`src/rtl/ifq_pkg.sv`:
```
// Shared types and constants for the instruction fetch queue (ifq_fifo, instr_fetch_queue).
package ifq_pkg;

    localparam int INSTR_W = 32;
    localparam int OP_W    = 6;

    localparam logic [OP_W-1:0]    OP_RTYPE  = 6'b000000;
    localparam logic [OP_W-1:0]    OP_ADDI   = 6'b001000;
    localparam logic [INSTR_W-1:0] NOP_INSTR = 32'h0;

    typedef struct packed {
        logic [INSTR_W-1:0] instr;
        logic [INSTR_W-1:0] pc;
    } ifq_entry_t;

    typedef enum logic {
        RUN   = 1'b0,
        FLUSH = 1'b1
    } ifq_state_e;

    // FSM state and response-PC pointer kept together so they can be probed as one unit.
    typedef struct packed {
        ifq_state_e         state;
        logic [INSTR_W-1:0] fetch_pc;
    } ifq_ctrl_t;

    function automatic logic [INSTR_W-1:0] word_align(input logic [INSTR_W-1:0] a);
        return {a[INSTR_W-1:2], 2'b00};
    endfunction

endpackage

```
`src/rtl/ifq_fifo.sv`:
```
// In-order instruction buffer: registered storage, wrapping pointers, flush, and a
// head that reads as NOP_INSTR/pc 0 when empty.
module ifq_fifo
    import ifq_pkg::*;
#(
    parameter int DEPTH = 4
) (
    input  logic                     clk_i,
    input  logic                     rst_i,
    input  logic                     flush_i,
    input  logic                     push_i,
    input  ifq_entry_t               push_data_i,
    input  logic                     pop_i,
    output ifq_entry_t               head_o,
    output logic                     full_o,
    output logic                     empty_o,
    output logic [$clog2(DEPTH):0]   count_o
);

    localparam int AW = $clog2(DEPTH);
    localparam int CW = AW + 1;

    ifq_entry_t    mem_q [DEPTH];
    logic [AW-1:0] rd_ptr_q, rd_ptr_d;
    logic [AW-1:0] wr_ptr_q, wr_ptr_d;
    logic [CW-1:0] count_q, count_d;
    logic          do_push, do_pop;

    assign empty_o = (count_q == '0);
    assign full_o  = (count_q == CW'(DEPTH));
    assign count_o = count_q;

    // A push into a full queue is accepted only when the head leaves the same cycle.
    assign do_pop  = pop_i && !empty_o;
    assign do_push = push_i && (!full_o || do_pop);

    assign head_o = empty_o ? '{instr: NOP_INSTR, pc: '0} : mem_q[rd_ptr_q];

    always_comb begin
        rd_ptr_d = rd_ptr_q;
        wr_ptr_d = wr_ptr_q;
        count_d  = count_q;
        if (flush_i) begin
            rd_ptr_d = '0;
            wr_ptr_d = '0;
            count_d  = '0;
        end else begin
            if (do_pop)  rd_ptr_d = rd_ptr_q + AW'(1);
            if (do_push) wr_ptr_d = wr_ptr_q + AW'(1);
            case ({do_push, do_pop})
                2'b10:   count_d = count_q + CW'(1);
                2'b01:   count_d = count_q - CW'(1);
                default: count_d = count_q;
            endcase
        end
    end

    always_ff @(posedge clk_i) begin
        if (!rst_i) begin
            rd_ptr_q <= '0;
            wr_ptr_q <= '0;
            count_q  <= '0;
        end else begin
            rd_ptr_q <= rd_ptr_d;
            wr_ptr_q <= wr_ptr_d;
            count_q  <= count_d;
        end
    end

    always_ff @(posedge clk_i) begin
        if (do_push && !flush_i) begin
            mem_q[wr_ptr_q] <= push_data_i;
        end
    end

endmodule

```
`src/rtl/instr_fetch_queue.sv`:
```
// Fetch stage: PC, credit-limited imem requests, in-order response queue, redirect/flush.
// Optional macro IFQ_BYPASS_EN forwards a response straight to decode when the queue is empty.
module instr_fetch_queue
    import ifq_pkg::*;
#(
    parameter int          DEPTH    = 4,
    parameter logic [31:0] RESET_PC = 32'h0000_0000
) (
    input  logic        clk_i,
    input  logic        rst_i,
    output logic        imem_req_o,
    output logic [31:0] imem_addr_o,
    input  logic        imem_gnt_i,
    input  logic        imem_rvalid_i,
    input  logic [31:0] imem_rdata_i,
    input  logic        redirect_i,
    input  logic [31:0] redirect_pc_i,
    output logic        instr_valid_o,
    input  logic        instr_ready_i,
    output logic [31:0] instr_o,
    output logic [31:0] instr_pc_o,
    output logic [5:0]  op_o
);

    localparam int CW = $clog2(DEPTH) + 1;

    // Handshakes: imem request is taken on req && gnt; decode takes the head on valid && ready.
    // A redirect voids any decode handshake in its cycle.
    ifq_ctrl_t     ctrl_q, ctrl_d;
    logic [31:0]   pc_q, pc_d;
    logic [CW-1:0] outst_q, outst_d;
    logic [CW-1:0] drop_q, drop_d;
    logic [CW-1:0] count;
    logic [CW-1:0] inflight;
    logic [CW:0]   credit_used;
    logic          run, credit_ok, issue, push, pop;
    logic          fifo_empty, fifo_full;
    ifq_entry_t    head, resp_entry, out_entry;

    assign run         = (ctrl_q.state == RUN);
    assign credit_used = {1'b0, count} + {1'b0, outst_q};
    assign credit_ok   = credit_used < (CW + 1)'(DEPTH);
    assign imem_req_o  = rst_i && run && credit_ok;
    assign imem_addr_o = pc_q;
    assign issue       = imem_req_o && imem_gnt_i;

    // Only one of these is non-zero at a time: outstanding in RUN, drop count in FLUSH.
    assign inflight   = outst_q + drop_q;
    assign resp_entry = '{instr: imem_rdata_i, pc: ctrl_q.fetch_pc};

`ifdef IFQ_BYPASS_EN
    logic byp;
    assign byp           = run && fifo_empty && imem_rvalid_i && !redirect_i;
    assign instr_valid_o = !fifo_empty || byp;
    assign out_entry     = byp ? resp_entry : head;
    assign push          = run && imem_rvalid_i && !redirect_i && !(byp && instr_ready_i);
`else
    assign instr_valid_o = !fifo_empty;
    assign out_entry     = head;
    assign push          = run && imem_rvalid_i && !redirect_i;
`endif

    assign pop        = !fifo_empty && instr_ready_i && !redirect_i;
    assign instr_o    = out_entry.instr;
    assign instr_pc_o = out_entry.pc;
    assign op_o       = out_entry.instr[31:26];

    ifq_fifo #(.DEPTH(DEPTH)) u_fifo (
        .clk_i       (clk_i),
        .rst_i       (rst_i),
        .flush_i     (redirect_i),
        .push_i      (push),
        .push_data_i (resp_entry),
        .pop_i       (pop),
        .head_o      (head),
        .full_o      (fifo_full),
        .empty_o     (fifo_empty),
        .count_o     (count)
    );

    always_comb begin
        ctrl_d  = ctrl_q;
        pc_d    = pc_q;
        outst_d = outst_q;
        drop_d  = drop_q;
        if (redirect_i) begin
            // Everything still in flight, including a grant taken this cycle, belongs to the old stream.
            pc_d            = word_align(redirect_pc_i);
            ctrl_d.fetch_pc = word_align(redirect_pc_i);
            outst_d         = '0;
            drop_d          = inflight + CW'(issue) - CW'(imem_rvalid_i);
            ctrl_d.state    = (drop_d != '0) ? FLUSH : RUN;
        end else begin
            case (ctrl_q.state)
                RUN: begin
                    if (issue)         pc_d            = pc_q + 32'd4;
                    if (imem_rvalid_i) ctrl_d.fetch_pc = ctrl_q.fetch_pc + 32'd4;
                    outst_d = outst_q + CW'(issue) - CW'(imem_rvalid_i);
                end
                FLUSH: begin
                    if (imem_rvalid_i) drop_d = drop_q - CW'(1);
                    if (drop_d == '0)  ctrl_d.state = RUN;
                end
                default: ctrl_d.state = RUN;
            endcase
        end
    end

    always_ff @(posedge clk_i) begin
        if (!rst_i) begin
            ctrl_q  <= '{state: RUN, fetch_pc: RESET_PC};
            pc_q    <= RESET_PC;
            outst_q <= '0;
            drop_q  <= '0;
        end else begin
            ctrl_q  <= ctrl_d;
            pc_q    <= pc_d;
            outst_q <= outst_d;
            drop_q  <= drop_d;
        end
    end

    rvalid_has_fetch: assert property (@(posedge clk_i) disable iff (!rst_i)
        imem_rvalid_i |-> (inflight != '0))
        else $error("imem response with no fetch in flight");

    push_has_room: assert property (@(posedge clk_i) disable iff (!rst_i)
        push |-> (!fifo_full || pop))
        else $error("queue push with no free entry");

endmodule
```
`config.mk`:
```
export PLATFORM = sky130hd
export DESIGN_NAME = instr_fetch_queue
export DESIGN_NICKNAME = d
export VERILOG_FILES = /design/src/rtl/ifq_pkg.sv /design/src/rtl/ifq_fifo.sv /design/src/rtl/instr_fetch_queue.sv
export SDC_FILE = /design/constraint.sdc
export NUM_CORES = 1
export LEC_CHECK = 0
export CORE_UTILIZATION = 55
export CTS_CLUSTER_SIZE = 8
export DETAILED_ROUTE_END_ITERATION = 8
export PLACE_DENSITY = 0.88
export SLEW_MARGIN = 10
export SYNTH_ARGS = -nofsm -noshare
export SYNTH_HDL_FRONTEND = slang
export SYNTH_SLANG_ARGS = --single-unit
```
`constraint.sdc`:
```
create_clock -name clk_i -period 4.25 [get_ports clk_i]
set_clock_uncertainty 0.2 [all_clocks]
set_input_delay 0.425 -clock clk_i [delete_from_list [all_inputs] [get_ports clk_i]]
set_output_delay 0.425 -clock clk_i [all_outputs]
set_load 0.02 [all_outputs]
```
-- Word level (Yosys, flattened, before mapping)
Memories as Yosys holds them, arrays and structs flattened. A register that Yosys moved wholly into a read port is not among the register bits.
Index checks and enable logic that the tools add are counted.
- register bits after elaboration: 78
- input bits: 70
- memory bits (writable): 256
- output and inout bits: 104
- word-level logic and storage cells: 77
- memories: 1
- reduce and logical (&&, ||, !) cells: 26
- bitwise operators: 2
- add/subtract/negate cells: 13
- mux-type cells: 20
- magnitude comparators: 1
- equal/unequal tests: 4
- memory list (memory ; words ; width ; read ports ; clocked after Yosys merged registers in ; wr ports ; line ; text):
    u_fifo.mem_q ; 4 ; 64 ; 1 ; 1 ; 1 ; ifq_fifo.sv:23 ; ifq_entry_t mem_q [DEPTH];
- operators by type and width (cell ; count):
    32-bit 2-to-1 mux ; 5
    32-bit by 3-bit adder with 32-bit output (second input constant) ; 2
    64-bit 2-to-1 mux ; 1
    33-bit 2-to-1 mux ; 1
    3-bit 2-to-1 mux ; 5
    1-bit logical AND ; 10
    2-bit AND reduction ; 4
    2-bit nonzero test ; 4
    3-bit by 1-bit adder with 3-bit output ; 2
    3-bit zero test ; 2
    3-bit one-hot mux with 2 select lines ; 1
    3-bit by 1-bit subtractor with 3-bit output ; 2
    3-bit by 1-bit subtractor with 3-bit output (second input constant) ; 2
    1-bit 2-to-1 mux ; 5
    2-bit by 1-bit adder with 2-bit output (second input constant) ; 2
    3-bit by 3-bit adder with 4-bit output ; 1
    4-bit by 3-bit < comparator with 1-bit output (second input constant) ; 1
    2-bit 2-to-1 mux ; 2
    3-bit by 1-bit adder with 3-bit output (second input constant) ; 1
    3-bit adder ; 1
    3-bit == test (second input constant) ; 1
    1-bit zero test ; 3
    3-bit nonzero test ; 1
    2-bit by 1-bit == test with 1-bit output (second input constant) ; 1
    other kinds (5) ; 6

-- Longest topological paths before layout
Gate-level depths: netlist (run 1).
- word-level depth: 10
- mapped depth: 12
- mapped depth without buffers: 11

-- Cells and area by module
Synthesis (run 1) repeated with hierarchy kept, for this count alone.
- cells, all modules: 972
- area, all modules: 14232.4 sq um
- modules (own cells, without submodules) (module ; seq. area each (sq um) ; instances ; cells each ; area an instance (sq um)):
    ifq_fifo ; 7867.5 ; 1 ; 472 ; 10336.2
    instr_fetch_queue ; 1341.3 ; 1 ; 500 ; 3896.2

-- Worst setup path before layout (run 1)
No wires, ideal clock.
- path type: input to register
- start point: input port redirect_i
- end point: memory u_fifo.mem_q[0][10] in the netlist's numbering (enable)
- required time: 3624 ps
- setup slack: 903 ps
- path buffers: 0
- stages on the path: 3
- data arrival time: 2720 ps
- path through: or3b_2 > a41oi_2 > and2_1
- longest elaborated chain between the ends: 8
- elaborated cells on any way between the ends: 9
- classes of those cells: mux (2); reduce/logical (7)
- RTL lines (what ; line ; text):
    start: declaration ; instr_fetch_queue.sv:16 ; input logic redirect_i,
    1-bit zero test (*) ; ifq_fifo.sv:71, instr_fetch_queue.sv:60, instr_fetch_queue.sv:63 ;
    1-bit logical AND ; instr_fetch_queue.sv:63 ; assign pop = !fifo_empty && instr_ready_i && !redirect_i;
    1-bit logical AND ; ifq_fifo.sv:34 ; assign do_pop = pop_i && !empty_o;
    1-bit logical OR ; ifq_fifo.sv:35 ; assign do_push = push_i && (!full_o || do_pop);
    1-bit logical AND ; ifq_fifo.sv:35 ;
    1-bit logical AND (*) ; ifq_fifo.sv:71 ; if (do_push && !flush_i) begin
    1-bit 2-to-1 mux (*) ; ifq_fifo.sv:71 ;
    1-bit 2-to-1 mux (implied by the code) (*) ; ifq_fifo.sv:72 ; mem_q[wr_ptr_q] <= push_data_i;
    end: declaration ; ifq_fifo.sv:23 ;
Every way passes the cells marked *; elsewhere a longest branch is shown, timed or not.

==> results of run 1 <==
-- logic make-up (layout without fill, tap and decap cells) --
| family | Yosys count | in the layout | synth area share (%) |
|---|---|---|---|
| AO/OA/AOI/OAI | 141 | 141 | 6.15 |
| other | 1 | 4 | 0.0272 |
| adder cells (fa/ha/maj) | 17 | 17 | 1.76 |
| multiplexers | 68 | 68 | 10.6 |
| buffers and inverters | 81 | 270 | 2.55 |
| XOR/XNOR | 42 | 42 | 2.67 |
| flip-flops | 324 | 324 | 65.0 |
| AND/OR/NAND/NOR | 279 | 279 | 11.2 |
-- sequential cells by signal (all words and copies together), names as in the netlist, named ones only --
signal,flops
u_fifo.count_o,3
outst_q,3
ctrl_q,31
u_fifo.rd_ptr_q,2
drop_q,3
u_fifo.mem_q,248
imem_addr_o,30
u_fifo.wr_ptr_q,2
-- routing by layer --
metal	vias up	track usage [%]
met4	0	7.97
met2	558	42.0
met3	59	4.05
li1	4005	-
met1	4428	33.9
met5	-	0
-- worst reg2reg max path: cells and delay by family, from the launching register on --
kind | cells | cell delay [ns]
adders and majority gates | 4 | 1.15
and+or+nand+nor | 3 | 0.81
DFF | 1 | 0.41
xor gates and xnor gates | 1 | 0.16
AOI/OAI and AO/OA | 1 | 0.14
buffers and inverters | 1 | 0.04
-- metrics by stage --
stage / std cells / setup WS [ns] / cell area [µm²] / hold slack [ns] / total power [mW]
finish: 1469 / 0.697 / 17100 / 0.319 / 7.86
global route: 1469 / 0.524 / 17100 / 0.321 / 8.13
CTS: 1469 / 0.616 / 17100 / 0.297 / 7.91
detailed placement: 1407 / 0.737 / 15900 / 0.311 / 4.67
global placement: 1407 / 0.827 / 15900 / 0.273 / 4.63
floorplan: 956 / 0.903 / 13800 / 0.257 / 4.27
-- final cells by class --
class	instances	share of cell area, %
multi-input combinational	551	26.2
inverter	21	0.460
clock inverter	2	0.168
tap	324	2.37
sequential	324	52.4
timing repair buffer	187	11.2
clock buffer	60	7.21
-- where the power goes --
group	switching, mW	internal (mW)
Sequential	0.134	3.57
Combinational	0.494	0.438
Clock	1.23	2.00
-- cells in the final DEF, fill, tap and decap left out, types with 4 or more instances in the layout --
master and count:
nor3_1 10, ha_1 13, a21boi_0 4, buf_4 13
inv_1 20, and2_1 66, a21oi_1 42, or4_1 4
a211oi_1 6, buf_12 7, nand4_1 20, clkdlybuf4s50_1 167
nor4_1 10, nand4b_1 4, xnor2_1 21, conb_1 4
o22ai_1 5, and3_1 10, and4_1 9, fa_1 4
mux4_2 62, a31oi_1 19, a22oi_1 4, clkbuf_1 12
clkbuf_16 47, nand2_1 43, xor2_1 21, nand3_1 32
dfxtp_1 74, nor2_1 42, edfxtp_1 248, or3_1 7
o21ai_0 41, and2_2 4
-- worst max-delay path by stage --
stage	cells past startpoint	slack [ns]	to
final	4	0.70	instr_o[3]
after global routing	4	0.52	instr_o[3]
after CTS	4	0.62	instr_o[3]
after detailed placement	5	0.74	u_fifo.mem_q[1][13]
after global placement	5	0.83	u_fifo.mem_q[1][14]
after floorplan	3	0.90	u_fifo.mem_q[0][10]
==> results.md, run 1 <==
- Outcome: finished, final reports clean
- Crit start category: register
- R2R setup slack: 1.27 ns
- Clock Latency Late Sink: 0.54 ns
- Hold Crit Depth: 1
- TritonRoute pass-1 iters: 5
- Crit path capture type: output port
- Max FO, Critical Path: 31
- Commonest cells post-synth: 248 x edfxtp_1, 76 x dfxtp_1, 70 x and2_1
- Quantity of gates resized following cts: 0
- Min-Delay Startpoint: imem_rdata_i[17]
- Critical path type: reg -> out
- Initial core utilization: 56.4%
- CTS H-tree lvls: 2
- GPL Wtd Cong: 0.910
- Detailed Route WL: 31.9 mm
- Req. time, crit path: 3.62 ns
- Core ar.: 24500 µm²
- First-pass GRT wire length: 49.5 mm
- Final nets: 1218
- Ant diodes: 0
- Via Count: 9050
- Cell Pwr Density: 459 nW/µm²
- Number of routed nets with antenna violations: 0
- CTS Hold Bufs: 0
- Worst Path Arrival: 2.93 ns
- LEAKAGE: 5.59 nW
- DR WL met2: 15.9 mm
- Area contributors post-synth: edfxtp_1 54%, dfxtp_1 11%, mux4_2 10%
- Largest net degree at the start of global routing: 64
- Reg2Reg Depth: 10
- Reg clk slew, reported paths: 0.05 ns
- DP HPWL: 19.7 mm
- R2R Path Start: u_fifo.count_o[2]
- DR WL met3: 2.81 mm
- Clock buffer count from CTS: 46
- Rel. slew slack: 44.2%
- DRT iter0 DRCs: 773
- Most frequent cell after synthesis: edfxtp_1
- Number of synthesized flops with an enable pin: 248
- DRC: 0
- Buf/Inv on CP: 2
- Final core occ: 70.0%
- Area of the multi-input gates: 4490 µm²
- Tmin final: 3.55 ns
- GR Util All Layers: 25.1%
- Fmax: 0.281 GHz
- Hold Fails Final Rpt: 0
- Top routing layer in use: met4
- Final setup fails: 0
- Max-Cap Viols: 0
- Die area: 25700 µm²
- Port Buffers: 167
- Mapped Area: 13800 µm²
- Met1 WL: 12.6 mm
- Fin. max-slew vios: 0
- Setup bufs post-CTS: 0
- Total gr overflow: 0
- Cells after Synth: 953
- Die width: 160 µm
- Hold EP: u_fifo.mem_q[0][49]
- Synth unique cells: 59
- CTS tree: built
- Critical Path, Cell by Cell: buf_4 > mux4_2 > and2_1 > clkdlybuf4s50_1
- Crit path max-delay family: buffers and inverters
- Ys flop type: edfxtp_1
- Crit-path slowest cell: dfxtp_4
- Die Ht: 160 µm
- Synth top area share: 54.0%
- Initial antenna violation count: 0
- FF+latch count, synth: 324
- Sequential fraction of the synthesis area: 65.0%
- Least-Margin Pin Slew: 0.834 ns
- Maximum vdd ir drop: 272 µV
- Fill cells: 1594
- RSZ-0062 raised after global routing: false
- Crit-path max cell delay: 0.75 ns
- Num rows: 57
- Synth-to-Final Area Change: 24.1%
- Asr flop ratio synth: 0%
- Routed len/inst: 21.7 µm
- Syn Area/Cell: 14.5 µm²
- Number of top-level pins: 174
- Fraction of layout instances using a drive strength above 1: 13.2%
- Clock root buffer: clkbuf_16
- Clock tree sinks: 324
- Yosys warning total: 0
- CTS Buffer Depth: 3
- Final critical-path share of the clock period: 83.6%
- Storage cell area: 8970 µm²
- Post-Route Setup TNS: 0 ns
- Vias per inst: 6.16
- Area leader, netlist: edfxtp_1
- Vias in the first global route: 8853
- Reg2reg end: outst_q[2]
- Hold Path Class: in -> reg
Note: power is estimated with default switching activity, not from simulation.
==> inputs of run 2 (changes only) <==
clock period = 3.7 ns   (was 4.25 ns; I/O delays follow)
==> results.md, run 2 (synthesis gave the netlist of run 1 again) <==
- Setup bufs post-CTS: 0 (unchanged)
- Tmin final: 3.33 ns
- Critical Path, Cell by Cell: buf_4 > mux4_2 > and2_1 > clkdlybuf4s50_1
- Vias per inst: 6.07 (-1.5%)
- DRT iter0 DRCs: 837 (+8.3%)
- Reg2Reg Depth: 10 (unchanged)
- Fraction of layout instances using a drive strength above 1: 13.5% (+0.35 points)
- WHS: 0.271 ns (-0.0475 ns)
- Max FO, Critical Path: 15 (-52%)
- Min-Delay Startpoint: imem_rdata_i[16]
- Final nets: 1224 (+0.49%)
- Post-Route Setup TNS: 0 ns (unchanged)
- Total gr overflow: 0 (unchanged)
- Reg2reg end: outst_q[2]
- Initial antenna violation count: 0 (unchanged)
- Rel. slew slack: 43.6% (-0.53 points)
- Reg clk slew, reported paths: 0.05 ns (about the same)
- Req. time, crit path: 3.13 ns (-0.49 ns)
- Final setup fails: 0 (unchanged)
- Number of routed nets with antenna violations: 0 (unchanged)
- Outcome: finished, final reports clean
- Port Buffers: 167 (unchanged)
- Largest net degree at the start of global routing: 49 (-23%)
- Quantity of gates resized following cts: 0 (unchanged)
- CTS H-tree lvls: 2 (unchanged)
- Post-DP Area: 15900 µm² (+0.36%)
- CTS Buffer Depth: 3 (unchanged)
- Fmax: 0.300 GHz
- Buf/Inv on CP: 2 (unchanged)
- Logic pwr share: 11.9% (about the same)
- Clock tree sinks: 324 (unchanged)
- RSZ-0062 raised after global routing: false
- Largest register FFs: 248 (unchanged)
- Worst Path Arrival: 2.76 ns (-0.17 ns)
- CTS tree: built
- Switch share: 24.0% (+0.37 points)
- Reg with most FFs: u_fifo.mem_q
- Clock Latency Late Sink: 0.54 ns (about the same)
- Crit path max-delay family: buffers and inverters
- R2R Path Start: u_fifo.count_o[2]
- LEAKAGE: 5.63 nW (+0.74%)
- Design Area, Final: 17200 µm² (+0.51%)
- Hold Crit Depth: 1 (unchanged)
- Net Sw Power: 2.19 mW (+18%)
- DP HPWL: 20.2 mm (+2.2%)
- Most common cell after layout, fill and taps aside: edfxtp_1
- Most frequent cells in the layout: 248 x edfxtp_1, 167 x clkdlybuf4s50_1, 74 x dfxtp_1
- Detailed Route WL: 32.8 mm (+2.9%)
- Hold Fails Final Rpt: 0 (unchanged)
- R2R setup slack: 0.75 ns (-0.52 ns)
- Hold Path Class: in -> reg
- Crit start category: register
- TritonRoute pass-1 iters: 5 (unchanged)
- Maximum vdd ir drop: 389 µV (+43%)
- Final setup margin: 0.369 ns (-0.328 ns)
- Final critical-path share of the clock period: 90.0%
- Num rows: 57 (unchanged)
- GPL Wtd Cong: 0.940 (+3.2%)
- Die Ht: 160 µm (unchanged)
- Critical path type: reg -> out
- Int Pwr: 6.92 mW (+15%)
- Crit-path max cell delay: 0.61 ns (-0.14 ns)
- Sequential share of power: 46.6% (-0.5 points)
- Via Count: 9006 (-0.49%)
- Clock root buffer: clkbuf_16
- Pre-CTS setup slack: 0.481 ns (-0.256 ns)
- Die width: 160 µm (unchanged)
- Max-Cap Viols: 0 (unchanged)
- Least-Margin Pin Slew: 0.842 ns (+0.00789 ns)
- Part of the power in the clock network: 41.5% (+0.4 points)
- Die area: 25700 µm² (unchanged)
- Vias in the first global route: 9038 (+2.1%)
- Synth-to-Final Area Change: 24.8%
- Routed len/inst: 22.1 µm (+1.8%)
- Crit path capture type: output port
- Hold EP: u_fifo.mem_q[2][48]
- Cell Pwr Density: 529 nW/µm² (+15%)
- Ant diodes: 0 (unchanged)
- Fin. max-slew vios: 0 (unchanged)
- Number of top-level pins: 174 (unchanged)
- Clock buffer count from CTS: 46 (unchanged)
- Crit-path slowest cell: mux4_2
- Initial core utilization: 56.4% (unchanged)
- First-pass GRT wire length: 50.4 mm (+1.9%)
- CTS Hold Bufs: 0 (unchanged)
- Core ar.: 24500 µm² (unchanged)
- GR Util All Layers: 25.7% (+0.64 points)
- DRC: 0 (unchanged)
run 2: layer usage:
metal,part of all wire (%),wire length (µm),track usage (%)
met5,0,0,0
met4,2.4,802,8.44
met3,7.7,2540,4.44
met2,50,16400,44.2
met1,40,13000,33.4
run 2: power groups by stage:
stage	combinational (mW)	sequential [mW]	clock (mW)
after floorplan	0.632	4.28	0
after global placement	1.04	4.29	0
after detailed placement	1.07	4.30	0
after CTS	1.08	4.24	3.83
after global routing	1.17	4.26	3.98
final	1.08	4.25	3.78
run 2: how the worst max path moves through the flow:
stage	cells after the start	endpoint	slack, ns	start
final	4	instr_pc_o[20]	0.37	register
after floorplan	3	u_fifo.mem_q[1][10]	0.41	redirect_i
after detailed placement	11	ctrl_q[32]	0.48	rst_i
after global placement	11	ctrl_q[32]	0.54	rst_i
after global routing	4	instr_pc_o[19]	0.28	register
after CTS	4	instr_pc_o[20]	0.33	register
run 2: area by class of cell:
type                    instances  area (µm²)
repair buffers                193        1970
well taps                     324         405
fillers                      1524        7250
flip-flops and latches        324        8970
inverters                      21        78.8
clock buffers                  69        1260
clock inverters                 2        36.3
multi-input cells             551        4490
run 2: through the flow:
| stage | util [%] | power [mW] | instances |
|---|---|---|---|
| 2_1_floorplan | - | 4.91 | 956 |
| 3_3_place_gp | 65.1 | 5.33 | 1413 |
| 3_5_place_dp | 65.1 | 5.37 | 1413 |
| 4_1_cts | 70.3 | 9.15 | 1484 |
| 5_1_grt | 70.3 | 9.41 | 1484 |
| 6_report | 70.3 | 9.10 | 1484 |
